$ cat src/rtl/bus_arb_pkg.sv
// bus_arb_pkg: shared constants for the bus arbiter grant stage.
package bus_arb_pkg;
    localparam int N_REQ = 4;
    localparam int IDX_W = 2;
    localparam logic [1:0] ST_IDLE    = 2'd0;
    localparam logic [1:0] ST_GRANT   = 2'd1;
    localparam logic [1:0] ST_RELEASE = 2'd2;
endpackage

$ cat src/rtl/hold_counter.sv
// hold_counter: grant-age counter with clear, enable and a terminal-count flag at MAX_HOLD-1.
module hold_counter #(
    parameter int CNT_W    = 4,
    parameter int MAX_HOLD = 16
) (
    input  logic clk,
    input  logic reset,
    input  logic clr_i,
    input  logic en_i,
    output logic tc_o
);
    logic [CNT_W-1:0] cnt_q;
    assign tc_o = cnt_q == CNT_W'(MAX_HOLD - 1);
    // Saturates at terminal count so it can never wrap.
    always_ff @(posedge clk or posedge reset) begin
        if (reset) cnt_q <= '0;
        else if (clr_i) cnt_q <= '0;
        else if (en_i && !tc_o) cnt_q <= cnt_q + 1'b1;
    end
endmodule

$ cat src/rtl/bus_grant_fsm.sv
// bus_grant_fsm: turns the priority encoder's {V,Y} into a registered one-hot grant
// held until release or hold timeout, followed by one dead cycle.
module bus_grant_fsm
    import bus_arb_pkg::*;
#(
    parameter int MAX_HOLD = 16,
    parameter int CNT_W    = 4
) (
    input  logic             clk,
    input  logic             reset,
    input  logic [N_REQ-1:0] req,
    input  logic [IDX_W-1:0] enc_y,
    input  logic             enc_v,
    input  logic             bus_done,
    output logic [N_REQ-1:0] grant,
    output logic [IDX_W-1:0] owner,
    output logic             busy,
    output logic             timeout
);
    logic [1:0]       state_q, state_d;
    logic [N_REQ-1:0] grant_q, grant_d;
    logic [IDX_W-1:0] owner_q, owner_d;
    logic             busy_q, busy_d, timeout_q, timeout_d;
    logic             rel, tc, clr, en;

    hold_counter #(.CNT_W(CNT_W), .MAX_HOLD(MAX_HOLD)) u_hold (
        .clk   (clk),
        .reset (reset),
        .clr_i (clr),
        .en_i  (en),
        .tc_o  (tc)
    );

    always_comb begin
        state_d   = state_q;
        grant_d   = grant_q;
        owner_d   = owner_q;
        busy_d    = busy_q;
        timeout_d = 1'b0;
        clr       = 1'b0;
        en        = 1'b0;
        rel       = bus_done || !req[owner_q];
        case (state_q)
            ST_IDLE: if (enc_v) begin
                state_d = ST_GRANT;
                grant_d = N_REQ'(1) << enc_y;
                owner_d = enc_y;
                busy_d  = 1'b1;
                clr     = 1'b1;
            end
            // A normal release outranks the hold limit, so no timeout pulse then.
            ST_GRANT: begin
                en = 1'b1;
                if (rel || tc) begin
                    state_d   = ST_RELEASE;
                    grant_d   = '0;
                    owner_d   = '0;
                    busy_d    = 1'b0;
                    timeout_d = !rel;
                end
            end
            default: begin
                state_d = ST_IDLE;
                grant_d = '0;
                owner_d = '0;
                busy_d  = 1'b0;
            end
        endcase
    end

    always_ff @(posedge clk or posedge reset) begin
        if (reset) begin
            state_q   <= ST_IDLE;
            grant_q   <= '0;
            owner_q   <= '0;
            busy_q    <= 1'b0;
            timeout_q <= 1'b0;
        end else begin
            state_q   <= state_d;
            grant_q   <= grant_d;
            owner_q   <= owner_d;
            busy_q    <= busy_d;
            timeout_q <= timeout_d;
        end
    end

    assign grant   = grant_q;
    assign owner   = owner_q;
    assign busy    = busy_q;
    assign timeout = timeout_q;
endmodule
$ cat config.mk
export PLATFORM = sky130hd
export DESIGN_NAME = bus_grant_fsm
export DESIGN_NICKNAME = d
export VERILOG_FILES = /design/src/rtl/bus_arb_pkg.sv /design/src/rtl/hold_counter.sv /design/src/rtl/bus_grant_fsm.sv
export SDC_FILE = /design/constraint.sdc
export NUM_CORES = 1
export LEC_CHECK = 0
export CORE_MARGIN = 2
export CORE_UTILIZATION = 43
export DETAILED_ROUTE_END_ITERATION = 6
export GPL_ROUTABILITY_DRIVEN = 0
export GPL_TIMING_DRIVEN = 1
export PLACE_DENSITY_LB_ADDON = 0.08
export REMOVE_ABC_BUFFERS = 1
export SYNTH_ARGS = -nofsm -noshare
export SYNTH_HDL_FRONTEND = slang
export SYNTH_SLANG_ARGS = --single-unit
$ cat constraint.sdc
create_clock -name clk -period 1.65 [get_ports clk]
set_input_delay 0.495 -clock clk [delete_from_list [all_inputs] [get_ports clk]]
set_output_delay 0.495 -clock clk [all_outputs]
set_load 0.1 [all_outputs]
### Word-level counts from Yosys, hierarchy flattened

Cells that the tools add are included.

| operators by class | value |
|---|---|
| muxes and demuxes | 21 |
| equal/unequal tests | 4 |
| add/subtract/negate cells | 1 |
| multipliers | 0 |
| bitwise operators | 0 |
| div/mod/pow operators | 0 |
| magnitude comparators | 1 |
| reductions and logical operators | 9 |
| shifts and indexed selects | 1 |

Operator list:

| operator | number |
|---|---|
| $mux 4 | 4 |
| $mux 1 | 8 |
| $mux 2 | 4 |
| $pmux 2 s2 | 2 |
| $pmux 4 s2 | 1 |
| $add 4x1->4 const B | 1 |
| $eq 4x4->1 const B | 1 |
| $ne 2x2->1 const B | 2 |
| $shl 1x2->4 const A | 1 |
| $logic_not 1->1 | 3 |
| $lt 2x3->1 const B | 1 |
| $bmux 1 s2 | 1 |
| $eq 2x1->1 const B | 1 |
| $logic_not 2->1 | 1 |
| $logic_or 1x1->1 | 2 |
| $pmux 1 s2 | 1 |
| $reduce_and 2->1 | 1 |
| $reduce_bool 2->1 | 1 |
| $logic_and 1x1->1 | 1 |

| storage, ports and cells | value |
|---|---|
| memory bits (read-only) | 0 |
| word-level logic and storage cells | 43 |
| memories | 0 |
| RAM bits | 0 |
| latch bits | 0 |
| output and inout bits | 8 |
| bits in registers | 14 |
| bits of input ports | 10 |

### Longest topological paths before layout

Gate-level depths: netlist (run 1).

| depth | value |
|---|---|
| depth after elaboration | 7 |
| mapped depth | 4 |

### Hierarchy

From an unflattened synthesis (run 1), not the netlist that was laid out.

| second synthesis, totals | value |
|---|---|
| cells, all modules | 54 |
| area, all modules | 648.1 um^2 |

By module, submodules not included:

| module | cells each | instances | area each (um^2) | seq. area each (um^2) |
|---|---|---|---|---|
| bus_grant_fsm | 33 | 1 | 415.4 | 225.2 |
| hold_counter | 21 | 1 | 232.7 | 100.1 |

### Worst setup path after synthesis (run 1)

Ideal clock, no wire load.

| timing path | value |
|---|---|
| path type | register -> register |
| start | register owner_q[1] (netlist: owner[1]) |
| end | register busy_q (netlist: busy) |
| data required time | 1.520 ns |
| slack | -0.191 ns |
| clock period less this slack | 1.841 ns |
| library setup time | 0.130 ns |
| arrival time | 1.712 ns |
| stages on the path, launching flop included | 4 |
| cell sequence | dfrtp_1 -> mux2_2 -> a22oi_4 -> o21ai_0 |

| on the way | value |
|---|---|
| cells in the longest elaborated chain, start to end | 7 |

RTL lines:

| item | RTL line | RTL |
|---|---|---|
| start: declaration | bus_grant_fsm.sv:22 | `logic [IDX_W-1:0] owner_q, owner_d;` |
| start signal: assignment | bus_grant_fsm.sv:81 | `owner_q <= owner_d;` |
| $bmux 1 s2 | bus_grant_fsm.sv:42 | `rel = bus_done \|\| !req[owner_q];` |
| $mux 1 (not written as such) | bus_grant_fsm.sv:42 |  |
| $logic_not 1->1 | bus_grant_fsm.sv:42 |  |
| $logic_or 1x1->1 | bus_grant_fsm.sv:42 |  |
| $logic_or 1x1->1 | bus_grant_fsm.sv:54 | `if (rel \|\| tc) begin` |
| $ne 2x2->1 (no line) | - |  |
| $reduce_and 2->1 (no line) | - |  |
| end signal: assignment | bus_grant_fsm.sv:82 | `busy_q <= busy_d;` |
| end: declaration | bus_grant_fsm.sv:23 | `logic busy_q, busy_d, timeout_q, timeout_d;` |

Every way passes these cells. The select of a mux whose other input is x is not followed.
A chain may end at the register's enable or synchronous reset.

### Worst setup path in the final report (run 1)

| timing path | value |
|---|---|
| start | register owner_q[1] (netlist: owner[1]) |
| end | output port owner[1] |

RTL lines:

| item | RTL line | RTL |
|---|---|---|
| end: declaration | bus_grant_fsm.sv:16 | `output logic [IDX_W-1:0] owner,` |

No word-level cell between the ends.

==> qor.txt, run 1 <==
Finish-stage setup viols = 0
Core Area = 1510 um^2
CP delay by family, top = flip-flops
CTS tree = built
Min-Delay Path Class = register to register
Hold_buf cts = 0
Leak Pwr = 0.445 nW
Number of global-route vias before repair = 563
Gr usage total = 18.2%
Largest family of logic cells by synthesized area = simple AND/OR/NAND/NOR gates
Post-CTS Setup Repair Bufs = 0
Sequential fraction of the synthesis area = 46.8%
RSZ-0062 raised after global routing = no
Max transition margin = 68.3%
Fmax = 676 MHz
Internal power = 0.881 mW
ANT cells = 0
FF-to-FF Start = owner[1]$_DFFE_PP0P_
Worst VDD drop = 1380 uV
Most common cell in the synthesized netlist = dfrtp_1
Data required time at the worst endpoint = 1.15 ns
Distinct cells, synth = 26
Clock Path Buffers = 2
Fin crit share = 89.6%
Root buf cell = clkbuf_4
Combinational Power Share = 59.3%
Die Wd = 44.2 um
Commonest cells in the netlist = 13 x dfrtp_1, 9 x nand3_1, 6 x a21oi_1, 6 x o22ai_1
Avg Cell Area, Syn = 9.92 um^2
Max-slew violations = 0
Critical Path Fanout Max = 5
CP endpoint kind = output port
Worst Path Arrival = 0.98 ns
Clock-pin slew on the worst setup and hold paths = 0.07 ns
Row cnt = 14
R2r setup slk = 0.25 ns
Buffers and inverters on the worst path = 1
Final hold slack = 0.500 ns
DRT Pass-1 Iters = 4
Main flop type after synthesis = dfrtp_1
Synth top area cells = dfrtp_1 47%, nand3_1 6.5%, mux2i_1 5.8%, o22ai_1 5.4%, a21oi_1 4.3%
Via Count = 622
Area share of the largest cell type after synthesis = 46.8%
DRC viols = 0
Fin cells = 106
Mux contribution to synthesized area = 9.55%
EDFF count, synth = 0
Total stage count of the critical path = 1
NumNets Final = 102
Syn. warnings = 0
Fraction of the mapped netlist area in adder cells = 1.80%
Crit-path slowest cell = dfrtp_1
Slew @ Worst Pin = 0.474 ns
Port bufs = 17
Switching power share of the total = 49.2%
Post-Synth XOR/XNOR Area = 0%
Post-CTS sizing = 0
Die Footprint = 1950 um^2
Layout cell share with drive strength beyond 1 = 20.0%
Hold Vio Cnt, Final = 0
First-pass GRT wire length = 2.51 mm
Clock share of power = 10.8%
Synth Area in Simple Gates = 22.3%
H-tree Lvls = 1
Largest stage delay, worst path = 0.50 ns
MaxCap Viol Count = 0
Status = finished, final reports clean
Fill cells = 130
Post-synthesis cell count = 70
Post-Route WL = 1.49 mm
Power density cells = 1750 nW/um^2
Clock Sinks = 13
CP endpoint = owner[1]
Crit path from = owner[1]$_DFFE_PP0P_
Compound-gate portion of the synthesized area = 16.0%
Die Y = 44.2 um
Utilization after layout = 65.7%
Minimum clock period = 1.48 ns
Vias per inst = 5.87
Mapped Area = 694 um^2
Inst Count DP = 102
Worst R2R End = busy$_DFFE_PP0P_
Setup Skew = 0.00340 ns
Starting Density = 46.1%
Drt first-iter violations = 20
Area grow syn2layout = 42.5%
Largest net degree at the start of global routing = 14
HPWL after DPL = 1.11 mm
Crit path launch type = register
I/O Pins = 18
Design Power = 1.73 mW
Sequential share of power = 29.9%
CP cell instances = buf_12
FFs w/ async S/R, synth = 100%
Cells on worst reg2reg path = 3
CTS buffer count = 3
Net Switching = 0.852 mW
Grt ovf = 0
Routed length per instance = 14.1 um
Skew-Pair Late Insertion Delay = 0.27 ns
Seq cells post-synth = 13
Crit path kind = register to output port
Post-route ant nets = 0
Leading area contributor after synthesis = dfrtp_1
Initial antenna violation count = 0
-- routing by layer --
metal / up-vias / track usage, % / share of wire (%)
li1: 299 / - / -
met1: 302 / 24.6 / 47
met2: 19 / 26.8 / 47
met3: 2 / 6.12 / 5.8
met4: 0 / 7.27 / 1.0
met5: - / 0 / 0
-- worst min-delay path by stage --
| stage | endpoint | slack (ns) | start | cells past startpoint |
|---|---|---|---|---|
| 6_report | u_hold.cnt_q[3]$_DFFE_PP0P_ | 0.50 | u_hold.cnt_q[3]$_DFFE_PP0P_ | 1 |
| 3_3_place_gp | u_hold.cnt_q[3]$_DFFE_PP0P_ | 0.48 | u_hold.cnt_q[3]$_DFFE_PP0P_ | 1 |
| 4_1_cts | u_hold.cnt_q[3]$_DFFE_PP0P_ | 0.50 | u_hold.cnt_q[3]$_DFFE_PP0P_ | 1 |
| 3_5_place_dp | u_hold.cnt_q[3]$_DFFE_PP0P_ | 0.49 | u_hold.cnt_q[3]$_DFFE_PP0P_ | 1 |
| 2_1_floorplan | busy$_DFFE_PP0P_ | 0.37 | reset | 1 |
| 5_1_grt | u_hold.cnt_q[3]$_DFFE_PP0P_ | 0.55 | u_hold.cnt_q[3]$_DFFE_PP0P_ | 1 |
-- cell families after synthesis --
family,Yosys count
AND/OR/NAND/NOR,28
AO/OA/AOI/OAI,17
multiplexers,6
adder cells (fa/ha/maj),1
buffers and inverters,5
flip-flops,13
-- registers in the layout, indices dropped and copies added, names as in the netlist --
register / flops
u_hold.cnt_q: 4
state_q: 1
timeout: 1
owner: 2
busy: 1
grant: 4
-- area by class of cell --
cell class,count,area [um^2],area share [%]
inverters,2,7.51,0.759
well taps,16,20.0,2.02
flip-flops and latches,13,325,32.9
clock buffers,4,26.3,2.65
repair buffers,19,265,26.8
multi-input cells,52,345,34.9
-- stage by stage --
step	TNS [ns]	worst slack (ns)	area, um^2
4_1_cts	0	0.171	990
2_1_floorplan	-1.91	-0.191	678
3_5_place_dp	-0.722	-0.0938	963
6_report	0	0.171	990
3_3_place_gp	-0.493	-0.0736	963
5_1_grt	0	0.130	990
-- cells in the final DEF, fill, tap and decap left out --
cell,n
dfrtp_1,13
nand3_1,9
clkdlybuf4s50_1,9
buf_12,8
a21oi_1,6
o22ai_1,6
nand2_1,4
mux2i_1,4
o21ai_0,3
clkbuf_4,3
nor2b_1,2
nor2_1,2
inv_1,2
and3_1,2
and3b_1,2
nor3_1,2
buf_4,2
or3b_2,1
mux2_4,1
mux2_2,1
a22oi_4,1
o21a_1,1
or2_2,1
nor3b_1,1
nand2b_1,1
or3_1,1
ha_1,1
clkbuf_1,1
-- power by group through the flow --
stage          Sequential [mW]  Combinational, mW  Clock (mW)
3_5_place_dp             0.525               1.02           0
6_report                 0.518               1.03       0.188
4_1_cts                  0.518               1.03       0.194
2_1_floorplan            0.873              0.285           0
3_3_place_gp             0.521               1.01           0
5_1_grt                  0.534               1.08       0.210
Power figures use the tool's default switching activity.
==> run 2, diff against run 1 <==
--- a/config.mk
+++ b/config.mk
@@ -14,4 +14,5 @@
 export REMOVE_ABC_BUFFERS = 1
 export SYNTH_ARGS = -nofsm -noshare
 export SYNTH_HDL_FRONTEND = slang
+export SYNTH_HIERARCHICAL = 1
 export SYNTH_SLANG_ARGS = --single-unit
==> qor.txt, run 2 <==
Status = finished, final reports clean
Grt ovf = 0 (unchanged)
Area grow syn2layout = 59.5%
Combinational Power Share = 61.3% (+2.0 points)
DRC viols = 0 (unchanged)
Placed inst area = 993 um^2 (+3.1%)
Syn. warnings = 6 (+6)
Leading area contributor after synthesis = dfrtp_1
CTS tree = built
Data required time at the worst endpoint = 1.82 ns (+0.67 ns)
Post-CTS Setup Repair Bufs = 0 (unchanged)
Fin crit share = 98.7% (+9.1 points)
Hold Vio Cnt, Final = 0 (unchanged)
Net Switching = 0.858 mW (+0.76%)
Main flop type after synthesis = dfrtp_1
Clock-pin slew on the worst setup and hold paths = 0.08 ns (about the same)
Post-route ant nets = 0 (unchanged)
Post-route cell area = 1030 um^2 (+4.4%)
Sum Neg Setup Slack = 0 ns (unchanged)
Via Count = 548 (-12%)
Commonest non-fill, non-tap cell in the layout = dfrtp_1
MaxCap Viol Count = 0 (unchanged)
Finish-stage setup viols = 0 (unchanged)
DRT Pass-1 Iters = 3 (-1)
Routed length per instance = 14.3 um (+1.5%)
Number of global-route vias before repair = 558 (-0.89%)
Clock share of power = 10.5% (-0.3 points)
Skew-Pair Late Insertion Delay = 0.27 ns (about the same)
Gr usage total = 18.8% (+0.58 points)
Port bufs = 17 (unchanged)
Starting Density = 44.6% (-1.5 points)
CP cell instances = clkdlybuf4s50_1, mux4_2, a21o_1, a32o_1
HPWL after DPL = 1.06 mm (-4.9%)
Layout cell share with drive strength beyond 1 = 38.8% (+19 points)
Setup Skew = 0.00147 ns (-0.00193 ns)
First-pass GRT wire length = 2.53 mm (+0.84%)
Distinct cells, synth = 31 (+19%)
Commonest cells in the netlist = 13 x dfrtp_1, 3 x inv_1, 3 x nor2_1
Worst Path Arrival = 1.80 ns (+0.82 ns)
Slew @ Worst Pin = 0.389 ns (-0.0852 ns)
Mapped Area = 648 um^2 (-6.7%)
Most common cell in the synthesized netlist = dfrtp_1
I/O Pins = 18 (unchanged)
Largest stage delay, worst path = 0.47 ns (-0.03 ns)
Worst VDD drop = 1380 uV (-0.47%)
Sequential share of power = 28.2% (-1.7 points)
Die Wd = 42.8 um (-3.1%)
Power density cells = 1820 nW/um^2 (+4.0%)
Area share of the largest cell type after synthesis = 50.2% (+3.3 points)
CP delay by family, top = multiplexers
Leak Pwr = 0.507 nW (+14%)
Fmax = 614 MHz (-9.2%)
FFs w/ async S/R, synth = 100% (unchanged)
Fill cells = 110 (-15%)
Max-slew violations = 0 (unchanged)
Initial antenna violation count = 0 (unchanged)
Avg Cell Area, Syn = 12.0 um^2 (+21%)
Crit path kind = input port to register
Vias per inst = 5.43 (-7.5%)
Largest net degree at the start of global routing = 10 (-4)
Row cnt = 14 (unchanged)
H-tree Lvls = 1 (unchanged)
Clock Sinks = 13 (unchanged)
NumNets Final = 97 (-4.9%)
Most frequent cells in the layout = 13 x dfrtp_1, 10 x buf_4, 8 x buf_12
Buffers and inverters on the worst path = 1 (unchanged)
Drt first-iter violations = 17 (-15%)
Die Footprint = 1830 um^2 (-6.1%)
CP endpoint kind = register
Core Area = 1450 um^2 (-3.5%)
Switching power share of the total = 45.6% (-3.6 points)
Seq cells post-synth = 13 (unchanged)
Max transition margin = 73.9% (+5.5 points)
Post-Route WL = 1.44 mm (-3.3%)
Clock Path Buffers = 2 (unchanged)
Sequential fraction of the synthesis area = 50.2% (+3.3 points)
Min-Delay Path Class = input port to async pin
ANT cells = 0 (unchanged)
Synth top area cells = dfrtp_1 50%, mux4_2 3.5%, a22o_1 2.7%, a21o_1 2.3%, mux2_4 2.3%
Critical Path Fanout Max = 4 (-1)
Die Y = 42.8 um (-3.1%)
Crit path launch type = input port
CTS buffer count = 3 (unchanged)
Crit-path slowest cell = mux4_2
EDFF count, synth = 0 (unchanged)
RSZ-0062 raised after global routing = yes
Root buf cell = clkbuf_4
Post-synthesis cell count = 54 (-23%)
Minimum clock period = 1.63 ns (+0.150 ns)
Internal power = 1.02 mW (+16%)
[run 2: cell count changes after synthesis, sizes merged, moves of 3 or more]
cell / before / now
o22ai: 6 / 0
a22o: 0 / 3
a21o: 0 / 3
nand3: 9 / 1
a21oi: 6 / 2
mux2i: 4 / 1
[run 2: kinds of logic (layout without fill, tap and decap cells)]
kind of cell | count (synthesis) | in the layout | synth area share (%)
and+or+nand+nor | 20 | 20 | 21.4
AOI/OAI and AO/OA | 13 | 13 | 15.6
DFF | 13 | 13 | 50.2
muxes | 4 | 4 | 9.07
buffers and inverters | 3 | 34 | 1.74
adders and majority gates | 1 | 1 | 1.93
[run 2: path summary, 6_finish.rpt]
path,start,endpoint,slack [ns],cells past startpoint
max,req[0],grant[3]$_DFFE_PP0P_,0.02,4
max reg2reg,u_hold/cnt_q[0]$_DFFE_PP0P_,grant[2]$_DFFE_PP0P_,0.09,6
min in group clk,grant[3]$_DFFE_PP0P_,grant[3]$_DFFE_PP0P_,0.57,1
min,reset,u_hold/cnt_q[2]$_DFFE_PP0P_,0.43,2
max in group asynchronous,reset,owner[0]$_DFFE_PP0P_,0.88,2
min reg2reg,grant[3]$_DFFE_PP0P_,grant[3]$_DFFE_PP0P_,0.57,1
[run 2: worst register-to-register path, delay by kind of cell, from the launching register on]
kind                       cells  cell delay [ns]
AOI/OAI and AO/OA              2             0.30
and+or+nand+nor                2             0.43
buffers and inverters          1             0.16
DFF                            1             0.40
adders and majority gates      1             0.20
[run 2: layout make-up]
class	count	area (um^2)	area share, %
clock buffer	4	26.3	2.54
inverter	3	11.3	1.09
multi-input combinational	38	320	31.0
sequential	13	325	31.5
tap	16	20.0	1.94
timing repair buffer	27	330	32.0
[run 2: routing by layer]
| layer | track usage (%) | share of wire, % | up-vias | routed length, um |
|---|---|---|---|---|
| met4 | 9.38 | 0 | 0 | 0 |
| met5 | 0 | 0 | - | 0 |
| met2 | 27.9 | 48 | 14 | 694 |
| met1 | 25.7 | 47 | 270 | 677 |
| li1 | - | - | 264 | - |
| met3 | 3.83 | 4.9 | 0 | 70 |
[run 2: stage by stage]
stage,utilization [%],setup slack [ns],total power [mW],hold slack [ns],cells
after floorplan,-,-0.464,1.20,0.261,54
final,71.1,0.0211,1.88,0.428,101
after detailed placement,68.3,-0.311,1.68,0.547,97
after CTS,70.6,0.00581,1.89,0.423,101
after global routing,71.1,-0.0119,1.98,0.462,101
after global placement,68.3,-0.290,1.67,0.547,97
[run 2: repair_timing]
action,in CTS,in global routing
pin swaps,1,1
endpoints found under the setup margin,2,3
hold buffers,0,0
resized for setup,1,3
[run 2: power by group through the flow]
stage	clock, mW	sequential (mW)	combinational (mW)
2_1_floorplan	0	0.879	0.322
3_3_place_gp	0	0.532	1.13
3_5_place_dp	0	0.532	1.15
4_1_cts	0.204	0.531	1.15
5_1_grt	0.220	0.545	1.22
6_report	0.197	0.532	1.15
